<file path="config.mk">
export PLATFORM = sky130hd
export DESIGN_NAME = dma_desc_dispatch
export DESIGN_NICKNAME = d
export VERILOG_FILES = /design/src/rtl/dma_desc_dispatch.sv
export SDC_FILE = /design/constraint.sdc
export NUM_CORES = 1
export LEC_CHECK = 0
export ABC_AREA = 1
export CAP_MARGIN = 5
export CELL_PAD_IN_SITES_DETAIL_PLACEMENT = 1
export CELL_PAD_IN_SITES_GLOBAL_PLACEMENT = 1
export CORE_ASPECT_RATIO = 0.8
export CORE_UTILIZATION = 52
export DETAILED_ROUTE_END_ITERATION = 8
export PLACE_DENSITY = 0.88
export REMOVE_ABC_BUFFERS = 1
export SETUP_SLACK_MARGIN = 0.5
export SYNTH_ARGS = -nofsm -noshare
export SYNTH_HDL_FRONTEND = slang
export SYNTH_SLANG_ARGS = --single-unit
</file>
<file path="constraint.sdc">
create_clock -name aclk -period 7.8 [get_ports aclk]
set_input_delay 2.34 -clock aclk [delete_from_list [all_inputs] [get_ports aclk]]
set_output_delay 2.34 -clock aclk [all_outputs]
set_load 0.01 [all_outputs]
</file>
<file path="src/rtl/dma_desc_dispatch.sv">
// N-channel descriptor dispatcher: per-channel queues, round-robin issue with outstanding credit
// limits, completion-to-response path, per-channel abort. DMA_DISP_PRIO_EN adds the i_prio mask.
`timescale 1ns/1ps
module dma_desc_dispatch #(
  parameter int NUM_CH    = 4,
  parameter int CH_W      = $clog2(NUM_CH),
  parameter int QDEPTH    = 4,
  parameter int MAX_OUT   = 2,
  parameter int PAYLOAD_W = 48
) (
  input  logic                 aclk,
  input  logic                 anreset,
  input  logic                 aenable,
  input  logic [NUM_CH-1:0]    i_abort,
`ifdef DMA_DISP_PRIO_EN
  input  logic [NUM_CH-1:0]    i_prio,
`endif
  input  logic                 i_desc_valid,
  output logic                 o_desc_ready,
  input  logic [CH_W-1:0]      i_desc_ch_sel,
  input  logic [7:0]           i_desc_id,
  input  logic [PAYLOAD_W-1:0] i_desc_payload,
  output logic                 o_issue_valid,
  input  logic                 i_issue_ready,
  output logic [CH_W-1:0]      o_issue_ch,
  output logic [7:0]           o_issue_id,
  output logic [PAYLOAD_W-1:0] o_issue_payload,
  input  logic                 i_cmpl_valid,
  output logic                 o_cmpl_ready,
  input  logic [CH_W-1:0]      i_cmpl_ch,
  input  logic [7:0]           i_cmpl_id,
  output logic                 o_resp_wr,
  output logic [7:0]           o_resp_desc_id,
  output logic [CH_W-1:0]      o_resp_ch_sel,
  input  logic                 i_resp_wready,
  output logic                 o_cmpl_err
);
  localparam int AW = $clog2(QDEPTH);
  localparam int DW = 8 + PAYLOAD_W;
  localparam logic [3:0] MAX_OUT_C = 4'(MAX_OUT);

  logic [DW-1:0]        r_mem [NUM_CH][QDEPTH];
  logic [AW:0]          r_wptr [NUM_CH];
  logic [AW:0]          r_rptr [NUM_CH];
  logic [3:0]           r_out [NUM_CH];
  logic [CH_W-1:0]      r_rr;
  logic                 r_issue_valid;
  logic [CH_W-1:0]      r_issue_ch;
  logic [7:0]           r_issue_id;
  logic [PAYLOAD_W-1:0] r_issue_payload;
  logic                 r_resp_wr;
  logic [7:0]           r_resp_id;
  logic [CH_W-1:0]      r_resp_ch;
  logic                 r_cmpl_err;

  logic [NUM_CH-1:0] w_hit, w_empty, w_full, w_elig, w_hi, w_inc, w_dec;
  logic              w_desc_blk, w_sel_ok, w_push, w_any, w_load, w_cmpl_fire, w_cmpl_bad;
  logic [CH_W-1:0]   w_sel;
  logic [DW-1:0]     w_rd;

  // First set bit of mask strictly after ptr, wrapping; the reverse scan lets the nearest win.
  function automatic logic [CH_W-1:0] rr_pick(input logic [NUM_CH-1:0] mask,
                                              input logic [CH_W-1:0] ptr);
    logic [CH_W-1:0] sel;
    logic [CH_W-1:0] idx;
    int j;
    sel = ptr;
    for (int k = NUM_CH; k >= 1; k--) begin
      j   = (int'(ptr) + k) % NUM_CH;
      idx = CH_W'(j);
      sel = mask[idx] ? idx : sel;
    end
    return sel;
  endfunction

  // Per-channel queue status, eligibility and accept blocking.
  always_comb begin
    w_desc_blk = 1'b0;
    w_sel_ok   = 1'b0;
    for (int i = 0; i < NUM_CH; i++) begin
      w_hit[i]   = (i_desc_ch_sel == CH_W'(i));
      w_empty[i] = (r_wptr[i] == r_rptr[i]);
      w_full[i]  = (r_wptr[i][AW] != r_rptr[i][AW]) && (r_wptr[i][AW-1:0] == r_rptr[i][AW-1:0]);
      w_elig[i]  = !w_empty[i] && (r_out[i] < MAX_OUT_C) && !i_abort[i];
      w_desc_blk = w_desc_blk | (w_hit[i] & (w_full[i] | i_abort[i]));
      w_sel_ok   = w_sel_ok | w_hit[i];
    end
  end

  // Arbitration: high-priority eligible channels first, both tiers share r_rr.
  always_comb begin
`ifdef DMA_DISP_PRIO_EN
    w_hi = w_elig & i_prio;
`else
    w_hi = '0;
`endif
    w_any = |w_elig;
    w_sel = (|w_hi) ? rr_pick(w_hi, r_rr) : rr_pick(w_elig, r_rr);
  end

  assign o_desc_ready = aenable & !w_desc_blk;
  assign o_cmpl_ready = aenable & (!r_resp_wr | i_resp_wready);
  assign w_push       = i_desc_valid & o_desc_ready & w_sel_ok;
  assign w_load       = aenable & (!r_issue_valid | i_issue_ready) & w_any;
  assign w_cmpl_fire  = i_cmpl_valid & o_cmpl_ready;
  assign w_cmpl_bad   = w_cmpl_fire & ~|w_dec;
  assign w_rd         = r_mem[w_sel][r_rptr[w_sel][AW-1:0]];

  // Credit deltas; a completion against zero outstanding leaves the counter alone.
  always_comb begin
    for (int i = 0; i < NUM_CH; i++) begin
      w_inc[i] = w_load & (w_sel == CH_W'(i));
      w_dec[i] = w_cmpl_fire & (i_cmpl_ch == CH_W'(i)) & (r_out[i] != 4'd0);
    end
  end

  // Queue storage.
  always_ff @(posedge aclk) begin
    for (int i = 0; i < NUM_CH; i++) begin
      if (w_push && w_hit[i]) begin
        r_mem[i][r_wptr[i][AW-1:0]] <= {i_desc_id, i_desc_payload};
      end
    end
  end

  // Queue pointers and outstanding counters; abort flushes by snapping rptr to wptr.
  always_ff @(posedge aclk or negedge anreset) begin
    if (!anreset) begin
      for (int i = 0; i < NUM_CH; i++) begin
        r_wptr[i] <= '0;
        r_rptr[i] <= '0;
        r_out[i]  <= 4'd0;
      end
    end else if (aenable) begin
      for (int i = 0; i < NUM_CH; i++) begin
        if (i_abort[i]) begin
          r_rptr[i] <= r_wptr[i];
        end else if (w_inc[i]) begin
          r_rptr[i] <= r_rptr[i] + 1'b1;
        end
        if (w_push && w_hit[i]) begin
          r_wptr[i] <= r_wptr[i] + 1'b1;
        end
        r_out[i] <= r_out[i] + {3'b000, w_inc[i]} - {3'b000, w_dec[i]};
      end
    end
  end

  // Issue register, response register and sticky completion error.
  always_ff @(posedge aclk or negedge anreset) begin
    if (!anreset) begin
      r_rr            <= CH_W'(NUM_CH - 1);
      r_issue_valid   <= 1'b0;
      r_issue_ch      <= '0;
      r_issue_id      <= 8'd0;
      r_issue_payload <= '0;
      r_resp_wr       <= 1'b0;
      r_resp_id       <= 8'd0;
      r_resp_ch       <= '0;
      r_cmpl_err      <= 1'b0;
    end else if (aenable) begin
      if (w_load) begin
        r_issue_valid                 <= 1'b1;
        r_issue_ch                    <= w_sel;
        {r_issue_id, r_issue_payload} <= w_rd;
        r_rr                          <= w_sel;
      end else if (i_issue_ready) begin
        r_issue_valid <= 1'b0;
      end
      if (w_cmpl_fire) begin
        r_resp_wr <= 1'b1;
        r_resp_id <= i_cmpl_id;
        r_resp_ch <= i_cmpl_ch;
      end else if (i_resp_wready) begin
        r_resp_wr <= 1'b0;
      end
      if (w_cmpl_bad) begin
        r_cmpl_err <= 1'b1;
      end
    end
  end

  assign o_issue_valid   = r_issue_valid;
  assign o_issue_ch      = r_issue_ch;
  assign o_issue_id      = r_issue_id;
  assign o_issue_payload = r_issue_payload;
  assign o_resp_wr       = r_resp_wr;
  assign o_resp_desc_id  = r_resp_id;
  assign o_resp_ch_sel   = r_resp_ch;
  assign o_cmpl_err      = r_cmpl_err;

endmodule

</file>
==> out/results.ini, run 1 <==
[clock_network]
clock_latency_ps=700
h-tree-depth=3
cts-buffers-inserted=100
post_cts_buffers=0
cts-hold-fix-buffers=0
cts-root-buf=clkbuf_16
clockBufferDepth=3
path_clk_slew_ps=60
numClockSinks=1009
cts_tree=yes
ctsResizeCount=0

[finish]
drive_gt1_frac=0.0582
area_growth_pct=13.3
instances_no_fill=5553
fin_nets=4486

[worst_hold_path]
min_from=o_resp_desc_id[2]$_DFFE_PN0P_
holdCritPathClass=register to register

[critical_path]
critical_path.endpoint=o_desc_ready
rr_endpoint=o_issue_payload[15]$_DFFE_PN0P_
ff2ff_setup_slack_ps=3190
worstSetupPathType=input pin to output pin
crit_path_end_kind=output pin
cp-startpoint=i_abort[2]
cp_max_fo=7
timing.rr.start=r_out[14]$_DFFE_PN0P_
critPathArrivalTime_ps=4310
rr_worst_depth=21
critical_path.startpoint_type=input pin
crit_required_ps=5460

[drt]
drtIter0Drc=3996
drt.antenna.violating_nets=0
via_per_inst=6.06
wirelength_um=146000
route.detailed.drc=0
wire_per_inst_um=26.3
vias=33700
first_pass_iters=5

[sta]
hold_ws_ps=479
worst_clock_skew_ps=30.3
period_needed_ps=6650
setup_viol_count_final=0
hold_viol=0
tightestPinTransition_ps=1260
slew_headroom=0.163
rsz0062_at_grt=no
finalMaxSlewViolations=0
period_share=0.852
fmax_mhz=150

[run_status]
status=finished, final reports clean

[floorplanning]
die_w_um=326
initial_core_util=0.528
core-area_um2=82700
rows=94
io_pins=152
fp.dieArea_um2=85100
die_y_um=261

[global_route]
grt_pass1_vias=35700
grt_max_degree=171
overflow=0
grt_use_total=0.333
grt_pass1_wl_um=214000
antenna_found_initial=2

[logic_synthesis]
synth_edf_count=896
synth_area_um2=43600
synth_cell_type_count=30
async_flop_share=0.112
yosys_warnings=0
netlist_instances=4293
ys_ff_latch=1009
synth_ff_type=edfxtp_1
syn_area_per_cell_um2=10.2
yosysSeqAreaShare=0.682

[place]
portBuffers=151
gp_congestion=0.792
dp_hpwl_um=71200
place_inst=5365

[run]
drv_cap=0

sequential cells by signal, indices dropped and copies added, names as in the netlist:
| signal | cells |
|---|---|
| r_mem | 896 |
| o_issue_payload | 48 |
| o_issue_valid | 1 |
| r_out | 16 |
| r_rr | 2 |
| r_rptr | 12 |
| r_wptr | 12 |
| o_cmpl_err | 1 |
| o_resp_wr | 1 |
| o_resp_desc_id | 8 |
| o_issue_ch | 2 |
| o_issue_id | 8 |
| o_resp_ch_sel | 2 |
cells in the final DEF (no fill, tap or decap), drive strengths merged:
master / instances
nand2: 2370
edfxtp: 896
nand3: 394
clkdlybuf4s50: 150
clkbuf: 137
dfrtp: 111
inv: 88
nor2: 76
buf: 50
ha: 40
o21ai: 38
clkinv: 27
a21oi: 16
xor2: 14
o211ai: 8
bufinv: 8
clkinvlp: 5
fa: 4
nand4: 3
nor4: 3
a211oi: 2
nor3: 2
xnor2: 2
dfstp: 2
diode: 1
and2: 1
a21o: 1
stage by stage:
step           instance area [um2]  setup TNS (ps)  setup WS [ps]   util
6_report                     49400               0           1150  0.598
5_1_grt                      49400               0           1030  0.598
4_1_cts                      49400               0           1170  0.597
3_5_place_dp                 46100               0           1230  0.557
3_3_place_gp                 46100               0           1230  0.557
2_1_floorplan                42300         -330400          -4750      -
worst min path at each step:
stage | to | slack, ps | cells past startpoint
3_3_place_gp | o_cmpl_err$_DFFE_PN0P_ | 440 | 1
4_1_cts | o_resp_desc_id[2]$_DFFE_PN0P_ | 480 | 2
6_report | o_resp_desc_id[2]$_DFFE_PN0P_ | 480 | 2
3_5_place_dp | o_resp_desc_id[2]$_DFFE_PN0P_ | 460 | 2
2_1_floorplan | r_out[10]$_DFFE_PN0P_ | 450 | 2
5_1_grt | o_cmpl_err$_DFFE_PN0P_ | 490 | 1
cell usage after synthesis (all sizes together), types with 8 or more instances:
cell type  instances  area [um2]
dfrtp            111        2780
nand2           2370        8920
inv               78         293
xor2              14         123
a21oi             16        80.1
o21ai             38         190
edfxtp           896       26900
o211ai             8        60.1
clkbuf            62         233
nand3            394        1980
nor2              76         295
buf              170        1040
ha                40         500
layout make-up:
| cell class | instances | area (um2) |
|---|---|---|
| repair buffers | 200 | 2130 |
| clock buffers | 137 | 2810 |
| diodes | 1 | 2.50 |
| clock inverters | 50 | 518 |
| well taps | 1104 | 1380 |
| flip-flops and latches | 1009 | 29700 |
| multi-input cells | 2974 | 12500 |
| fillers | 8803 | 33300 |
| inverters | 78 | 300 |
critical path, stage by stage:
cell,delay [ps]
clkdlybuf4s50_1,540
inv_1,140
o21ai_0,180
nand3_1,120
nand2_1,50
nor4_1,330
clkdlybuf4s50_1,600
per-layer routing:
layer,global-route usage,share of wire,up-vias,wire [um]
met5,0,0.000089,-,13
met1,0.424,0.37,16900,54500
li1,-,-,14300,-
met2,0.572,0.50,2008,72400
met3,0.0483,0.087,451,12800
met4,0.144,0.044,2,6450
cell families (layout without fill, tap and decap cells):
logic type | count (synthesis) | count (layout) | synth area share
AND/OR/NAND/NOR | 2849 | 2849 | 0.258
flip-flops | 1009 | 1009 | 0.682
buffers and inverters | 310 | 465 | 0.0360
AO/OA/AOI/OAI | 65 | 65 | 0.00809
adder cells (fa/ha/maj) | 44 | 44 | 0.0133
XOR/XNOR | 16 | 16 | 0.00321
other | 0 | 1 | 0
Power of run 1 is not shown: default switching activity piles up to over one toggle a cycle in this logic, so the estimate is an artifact.
==> inputs of run 2 (changes only) <==
--- a/config.mk
+++ b/config.mk
@@ -5,14 +5,13 @@
 export SDC_FILE = /design/constraint.sdc
 export NUM_CORES = 1
 export LEC_CHECK = 0
-export ABC_AREA = 1
-export CAP_MARGIN = 5
+export CAP_MARGIN = 0
 export CELL_PAD_IN_SITES_DETAIL_PLACEMENT = 1
 export CELL_PAD_IN_SITES_GLOBAL_PLACEMENT = 1
 export CORE_ASPECT_RATIO = 0.8
 export CORE_UTILIZATION = 52
 export DETAILED_ROUTE_END_ITERATION = 8
-export PLACE_DENSITY = 0.88
+export PLACE_DENSITY = 0.83
 export REMOVE_ABC_BUFFERS = 1
 export SETUP_SLACK_MARGIN = 0.5
 export SYNTH_ARGS = -nofsm -noshare
==> constraint.sdc (replaced) <==
create_clock -name aclk -period 6.2 [get_ports aclk]
set_input_delay 1.86 -clock aclk [delete_from_list [all_inputs] [get_ports aclk]]
set_output_delay 1.86 -clock aclk [all_outputs]
set_load 0.01 [all_outputs]
==> run 2 against run 1 <==
Critical path depth shrank 2. Global-route usage shrank 5.0 points. Via count shrank 28%. Count of clock-buffer cells in the layout shrank 9. Worst hold slack gained 4.1 ps. First-iteration DRC count shrank 43%. Critical path type unchanged. Highest routed layer is now met4.
==> out/results.ini, run 2 <==
[power]
clock_power_share=0.264
pwr-share-comb=0.366
power_frac_seq=0.369
leakagePower_nw=17.2
p_int_mw=14.5
power_switching_mw=8.15
sw_frac_of_total=0.360
finalPower_mw=22.6
power_density_nw_per_um2=474
ir_drop_uv=532

[clock_network]
post_cts_buffers=0  ; unchanged
clock_latency_ps=670  ; -30 ps
path_clk_slew_ps=70  ; about the same
h-tree-depth=3  ; unchanged
cts_tree=yes
cts-hold-fix-buffers=0  ; unchanged
ctsResizeCount=0  ; unchanged
numClockSinks=1009  ; unchanged
clockBufferDepth=3  ; unchanged
cts-buffers-inserted=97  ; -3.0%
cts-root-buf=clkbuf_16

[sta]
slew_headroom=0.298  ; +0.135
tightestPinTransition_ps=1030  ; -229 ps
rsz0062_at_grt=no
setup_viol_count_final=0  ; unchanged
worst_clock_skew_ps=31.4  ; +1.09 ps
hold_viol=0  ; unchanged
finalMaxSlewViolations=0  ; unchanged
period_share=0.902
fmax_mhz=179
hold_ws_ps=483  ; +4.05 ps
period_needed_ps=5590

[logic_synthesis]
yosysSeqAreaShare=0.715  ; +0.0333
synth_top_area_cell=edfxtp_1
syn_area_per_cell_um2=16.5  ; +62%
netlist.area_leader.share=0.647  ; +0.0301
netlist_instances=2523  ; -41%
yosys_warnings=0  ; unchanged
synth_most_common_cell=edfxtp_1
async_flop_share=0.112  ; unchanged
synth.area.top_cells=edfxtp_1 65%, mux2i_1 12%, dfrtp_1 6.7%, a211oi_1 3.9%, nor2_1 1.3%
synth_area_um2=41600  ; -4.7%
ys_top_cells_by_count=896 x edfxtp_1, 515 x mux2i_1, 216 x a211oi_1
ys_ff_latch=1009  ; unchanged
synth_edf_count=896  ; unchanged
synth_cell_type_count=57  ; +90%
synth_ff_type=edfxtp_1

[drt]
drtIter0Drc=2289  ; -43%
vias=24200  ; -28%
via_per_inst=6.37  ; +5.1%
route.detailed.drc=0  ; unchanged
wirelength_um=115000  ; -22%
wire_per_inst_um=30.2  ; +15%
drt.antenna.violating_nets=0  ; unchanged
first_pass_iters=6  ; +1

[global_route]
antenna_found_initial=1  ; -1
use_met3=0.0457  ; -0.00252
use_met2=0.495  ; -0.0766
overflow=0  ; unchanged
grt_max_degree=134  ; -22%
grt_pass1_vias=26200  ; -27%
grt_pass1_wl_um=169000  ; -21%
grt_use_total=0.283  ; -0.0500
busiest_layer=met2
grtUsageMet1=0.356  ; -0.0679

[finish]
layout.cells.most_common=edfxtp_1
fin_nets=2798  ; -38%
largest_reg_flops=896  ; unchanged
area_growth_pct=14.7
multi_input_area_um2=10900  ; -13%
seqCellArea_um2=29700  ; about the same
instances_no_fill=3793  ; -32%
layout.filler_cells=7023  ; -20%
drive_gt1_frac=0.0993  ; +0.0411
layout_common_cells=896 x edfxtp_1, 514 x mux2i_1, 216 x a211oi_1
finish.utilization=0.604  ; +0.00636

[worst_hold_path]
holdPathStages=2  ; unchanged
min_from=o_resp_desc_id[2]$_DFFE_PN0P_
holdCritPathClass=register to register
hold_end=o_resp_desc_id[2]$_DFFE_PN0P_

[critical_path]
timing.rr.start=r_rptr[0]$_DFFE_PN0P_
rr_worst_depth=10  ; -52%
critical_path.startpoint_type=input pin
rr_endpoint=o_issue_id[7]$_DFFE_PN0P_
crit_path_end_kind=output pin
worstSetupPathType=input pin to output pin
crit_required_ps=4340  ; -1120 ps
critPathArrivalTime_ps=3730  ; -580 ps
ff2ff_setup_slack_ps=2000  ; -1190 ps
cp_max_fo=10  ; +3

[run]
drv_cap=0  ; unchanged

[floorplanning]
die_w_um=318  ; -2.3%
io_pins=152  ; unchanged
initial_core_util=0.527  ; -0.000904
rows=92  ; -2.1%
fp.dieArea_um2=81100  ; -4.6%
core-area_um2=79000  ; -4.5%
die_y_um=255  ; -2.3%

[place]
dp_hpwl_um=59700  ; -16%
place_inst=3610  ; -33%
gp_congestion=0.792  ; about the same
portBuffers=151  ; unchanged

[run_status]
status=finished, final reports clean

run 2: changes by cell type after synthesis, moves of 56 or more:
cell	delta
nand2_1	-2313
mux2i_1	+515
nand3_1	-385
a211oi_1	+214
nor2_1	+69
nor2b_1	+58
a221oi_1	+56
run 2: power groups by stage:
stage               Combinational, mW  Sequential [mW]  Clock (mW)
detailed placement               8.03             8.47           0
CTS                              8.25             8.35        6.05
finish                           8.28             8.35        5.98
floorplan                        5.22             8.51           0
global route                     8.77             8.39        6.25
global placement                 7.57             8.43           0
run 2: cell type report:
cell class / count / share of cell area
clock buffer: 128 / 0.0566
inverter: 37 / 0.00291
timing repair buffer: 222 / 0.0515
clock inverter: 54 / 0.0101
antenna: 1 / 0.0000525
multi-input combinational: 1308 / 0.228
tap: 1034 / 0.0271
sequential: 1009 / 0.624
run 2: worst max-delay path by stage:
stage / endpoint / start / cells past startpoint / slack, ps
2_1_floorplan: o_issue_id[6]$_DFFE_PN0P_ / r_rptr[0]$_DFFE_PN0P_ / 8 / -8520
3_3_place_gp: o_desc_ready / i_desc_ch_sel[0] / 5 / 390
3_5_place_dp: o_issue_payload[16]$_DFFE_PN0P_ / i_abort[3] / 10 / 340
4_1_cts: o_desc_ready / i_abort[2] / 5 / 530
5_1_grt: o_desc_ready / i_abort[2] / 5 / 510
6_report: o_desc_ready / i_abort[2] / 5 / 610
run 2: logic make-up (layout without fill, tap and decap cells):
group           Yosys count  after routing  synth area share
buf+inv                 206            441            0.0254
flops                  1009           1009             0.715
simple gates            296            296            0.0334
compound gates          414            414            0.0793
xor+xnor                 32             32           0.00692
fa+ha+maj                44             44            0.0140
other cells               0              1                 0
mux                     522            522             0.126
run 2: worst max-delay path, stage by stage:
cell	delay, ps
clkdlybuf4s50_1	590
a311oi_1	300
a211oi_1	110
nor3b_2	270
clkdlybuf4s50_1	600
run 2: layer usage:
metal  routed length, um  share of wire  vias up
li1                    -              -    10200
met3                7280          0.063      251
met2               58500           0.51     1094
met4                3860          0.034        0
met1               45000           0.39    12600
met5                   0              0        -
run 2: metrics by stage:
stage	TNS, ps	instance area, um2	worst slack, ps
2_1_floorplan	-498540	40700	-8520
3_3_place_gp	0	44500	394
3_5_place_dp	0	44500	344
4_1_cts	0	47700	528
5_1_grt	0	47700	511
6_report	0	47700	610
Note: power is estimated with default switching activity, not from simulation.
==> inputs of run 3 (changes only) <==
==> constraint.sdc (replaced) <==
create_clock -name aclk -period 6.2 [get_ports aclk]
set_input_delay 1.86 -clock aclk [delete_from_list [all_inputs] [get_ports aclk]]
set_output_delay 1.86 -clock aclk [all_outputs]
set_load 0.02 [all_outputs]
==> run 3 against run 2 <==
Clock power grew 3%. Wire length shrank 1.4%. Core utilization grew 0.25 points. Count of clock-buffer cells in the layout grew 1. Setup slack gained 95 ps. Clock skew shrank 6.4 ps. First-iteration DRC count shrank 12%. Non-clock buffer count grew 3. Sequential share of layout area shrank 0.26 points. Sequential power grew 0.5%. Total power grew 1.7%. Critical path type unchanged. Largest cell class unchanged. Largest power group is now combinational logic. Highest routed layer unchanged.
==> out/results.ini, run 3 (synthesized netlist as in run 2, its figures left out) <==
[run_status]
status=finished, final reports clean

[critical_path]
timing.rr.start=r_rptr[0]$_DFFE_PN0P_
critPathArrivalTime_ps=3630  ; -100 ps
crit_path_end_kind=output pin
rr_endpoint=o_issue_payload[19]$_DFFE_PN0P_
ff2ff_setup_slack_ps=1770  ; -230 ps
worstSetupPathType=input pin to output pin
critical_path.startpoint_type=input pin
cp_max_fo=10  ; unchanged
rr_worst_depth=10  ; unchanged
crit_required_ps=4340  ; about the same

[finish]
postLayoutCellArea_um2=47900  ; +0.42%
fin_nets=2801  ; +0.11%
largest_reg_flops=896  ; unchanged
instances_no_fill=3801  ; +0.21%
layout_common_cells=896 x edfxtp_1, 514 x mux2i_1, 216 x a211oi_1
finish.utilization=0.606  ; +0.00253
area_growth_pct=15.1
layout.cells.most_common=edfxtp_1
drive_gt1_frac=0.104  ; +0.00453

[clock_network]
cts-buffers-inserted=97  ; unchanged
clockBufferDepth=3  ; unchanged
cts-root-buf=clkbuf_16
post_cts_buffers=0  ; unchanged
clock_latency_ps=670  ; about the same
ctsResizeCount=1  ; +1
cts-hold-fix-buffers=0  ; unchanged
numClockSinks=1009  ; unchanged
path_clk_slew_ps=70  ; about the same
cts_tree=yes
h-tree-depth=3  ; unchanged

[global_route]
use_met2=0.494  ; -0.00162
grt_pass1_vias=26100  ; -0.32%
grtUsageMet1=0.347  ; -0.00919
grt_max_degree=90  ; -33%
overflow=0  ; unchanged
grt_use_total=0.276  ; -0.00628
use_met3=0.0392  ; -0.00649
antenna_found_initial=3  ; +2
grt_pass1_wl_um=167000  ; -1.7%
busiest_layer=met2

[power]
ir_drop_uv=513  ; -3.5%
leakagePower_nw=17.3  ; +0.63%
power_density_nw_per_um2=480  ; +1.2%

[floorplanning]
core-area_um2=79000  ; unchanged
fp.dieArea_um2=81100  ; unchanged
initial_core_util=0.527  ; unchanged
rows=92  ; unchanged
die_y_um=255  ; unchanged
io_pins=152  ; unchanged
die_w_um=318  ; unchanged

[place]
place_inst=3613  ; +0.083%
post_dp_cell_area_um2=44600  ; +0.19%
gp_congestion=0.797  ; +0.69%
dp_slack_ps=229  ; -114 ps
dp_hpwl_um=60600  ; +1.6%
portBuffers=151  ; unchanged

[sta]
period_share=0.886  ; -0.0153
hold_viol=0  ; unchanged
tightestPinTransition_ps=1070  ; +41.2 ps
rsz0062_at_grt=no
slew_headroom=0.289  ; -0.00977
hold_ws_ps=477  ; -6.76 ps
setup_viol_count_final=0  ; unchanged
worst_slack_ps=705  ; +95.1 ps
period_needed_ps=5490  ; -95.1 ps
finalMaxSlewViolations=0  ; unchanged
fmax_mhz=182  ; +1.7%
worst_clock_skew_ps=25.0  ; -6.38 ps

[worst_hold_path]
hold_end=o_resp_desc_id[7]$_DFFE_PN0P_
holdCritPathClass=register to register
min_from=o_resp_desc_id[7]$_DFFE_PN0P_
holdPathStages=2  ; unchanged

[drt]
route.detailed.drc=0  ; unchanged
drt.antenna.violating_nets=0  ; unchanged
wirelength_um=113000  ; -1.4%
wire_per_inst_um=29.8  ; -1.6%
first_pass_iters=8  ; +2
vias=24000  ; -0.59%
via_per_inst=6.32  ; -0.80%
drtIter0Drc=2013  ; -12%

[run]
drv_cap=0  ; unchanged

## run 3: cell types whose count changed in the layout (fill, tap and decap cells not counted), moves of 2 or more
| cell | change |
|---|---|
| clkinv_1 | -10 |
| clkinv_2 | +8 |
| buf_12 | +5 |
| bufinv_16 | +4 |
| clkinvlp_4 | -3 |
| diode_2 | +3 |
| buf_4 | -2 |
| clkbuf_16 | -2 |
| clkbuf_8 | +2 |
| clkinv_8 | +2 |
## run 3: through the flow
| stage | total power, mW | setup TNS (ps) |
|---|---|---|
| after global placement | 16.2 | 0 |
| after floorplan | 13.9 | -498540 |
| after CTS | 23.0 | 0 |
| after global routing | 23.8 | 0 |
| after detailed placement | 16.7 | 0 |
| final | 23.0 | 0 |
## run 3: how the worst max path moves through the flow
stage | startpoint | end | slack, ps
3_3_place_gp | i_abort[3] | o_issue_payload[36]$_DFFE_PN0P_ | 460
6_report | i_abort[2] | o_desc_ready | 710
5_1_grt | i_abort[2] | o_desc_ready | 600
2_1_floorplan | r_rptr[0]$_DFFE_PN0P_ | o_issue_id[6]$_DFFE_PN0P_ | -8520
3_5_place_dp | i_abort[3] | o_issue_payload[19]$_DFFE_PN0P_ | 230
4_1_cts | i_abort[2] | o_desc_ready | 720
## run 3: power breakdown
part           internal [mW]  leakage [nW]  switching (mW)
Combinational           3.24          6.38            5.19
Sequential              7.86          9.35           0.535
Clock                   3.55          1.62            2.62
Total                   14.7          17.3            8.34
## run 3: final cells by class
| cell class | count | area (um2) |
|---|---|---|
| flip-flops and latches | 1009 | 29700 |
| inverters | 37 | 139 |
| fillers | 6998 | 31100 |
| clock buffers | 129 | 2680 |
| multi-input cells | 1308 | 10900 |
| repair buffers | 225 | 2540 |
| diodes | 4 | 10.0 |
| well taps | 1034 | 1290 |
| clock inverters | 55 | 616 |
## run 3: layer usage
layer  vias to the layer above  part of all wire
li1                      10300                 -
met1                     12600              0.41
met2                       881              0.52
met3                       229             0.049
met4                         0             0.029
met5                         -                 0
## run 3: critical path: stages
cell	delay [ps]
clkdlybuf4s50_1	590
a311oi_1	340
a211oi_1	100
nor3b_1	360
dlygate4sd2_1	390
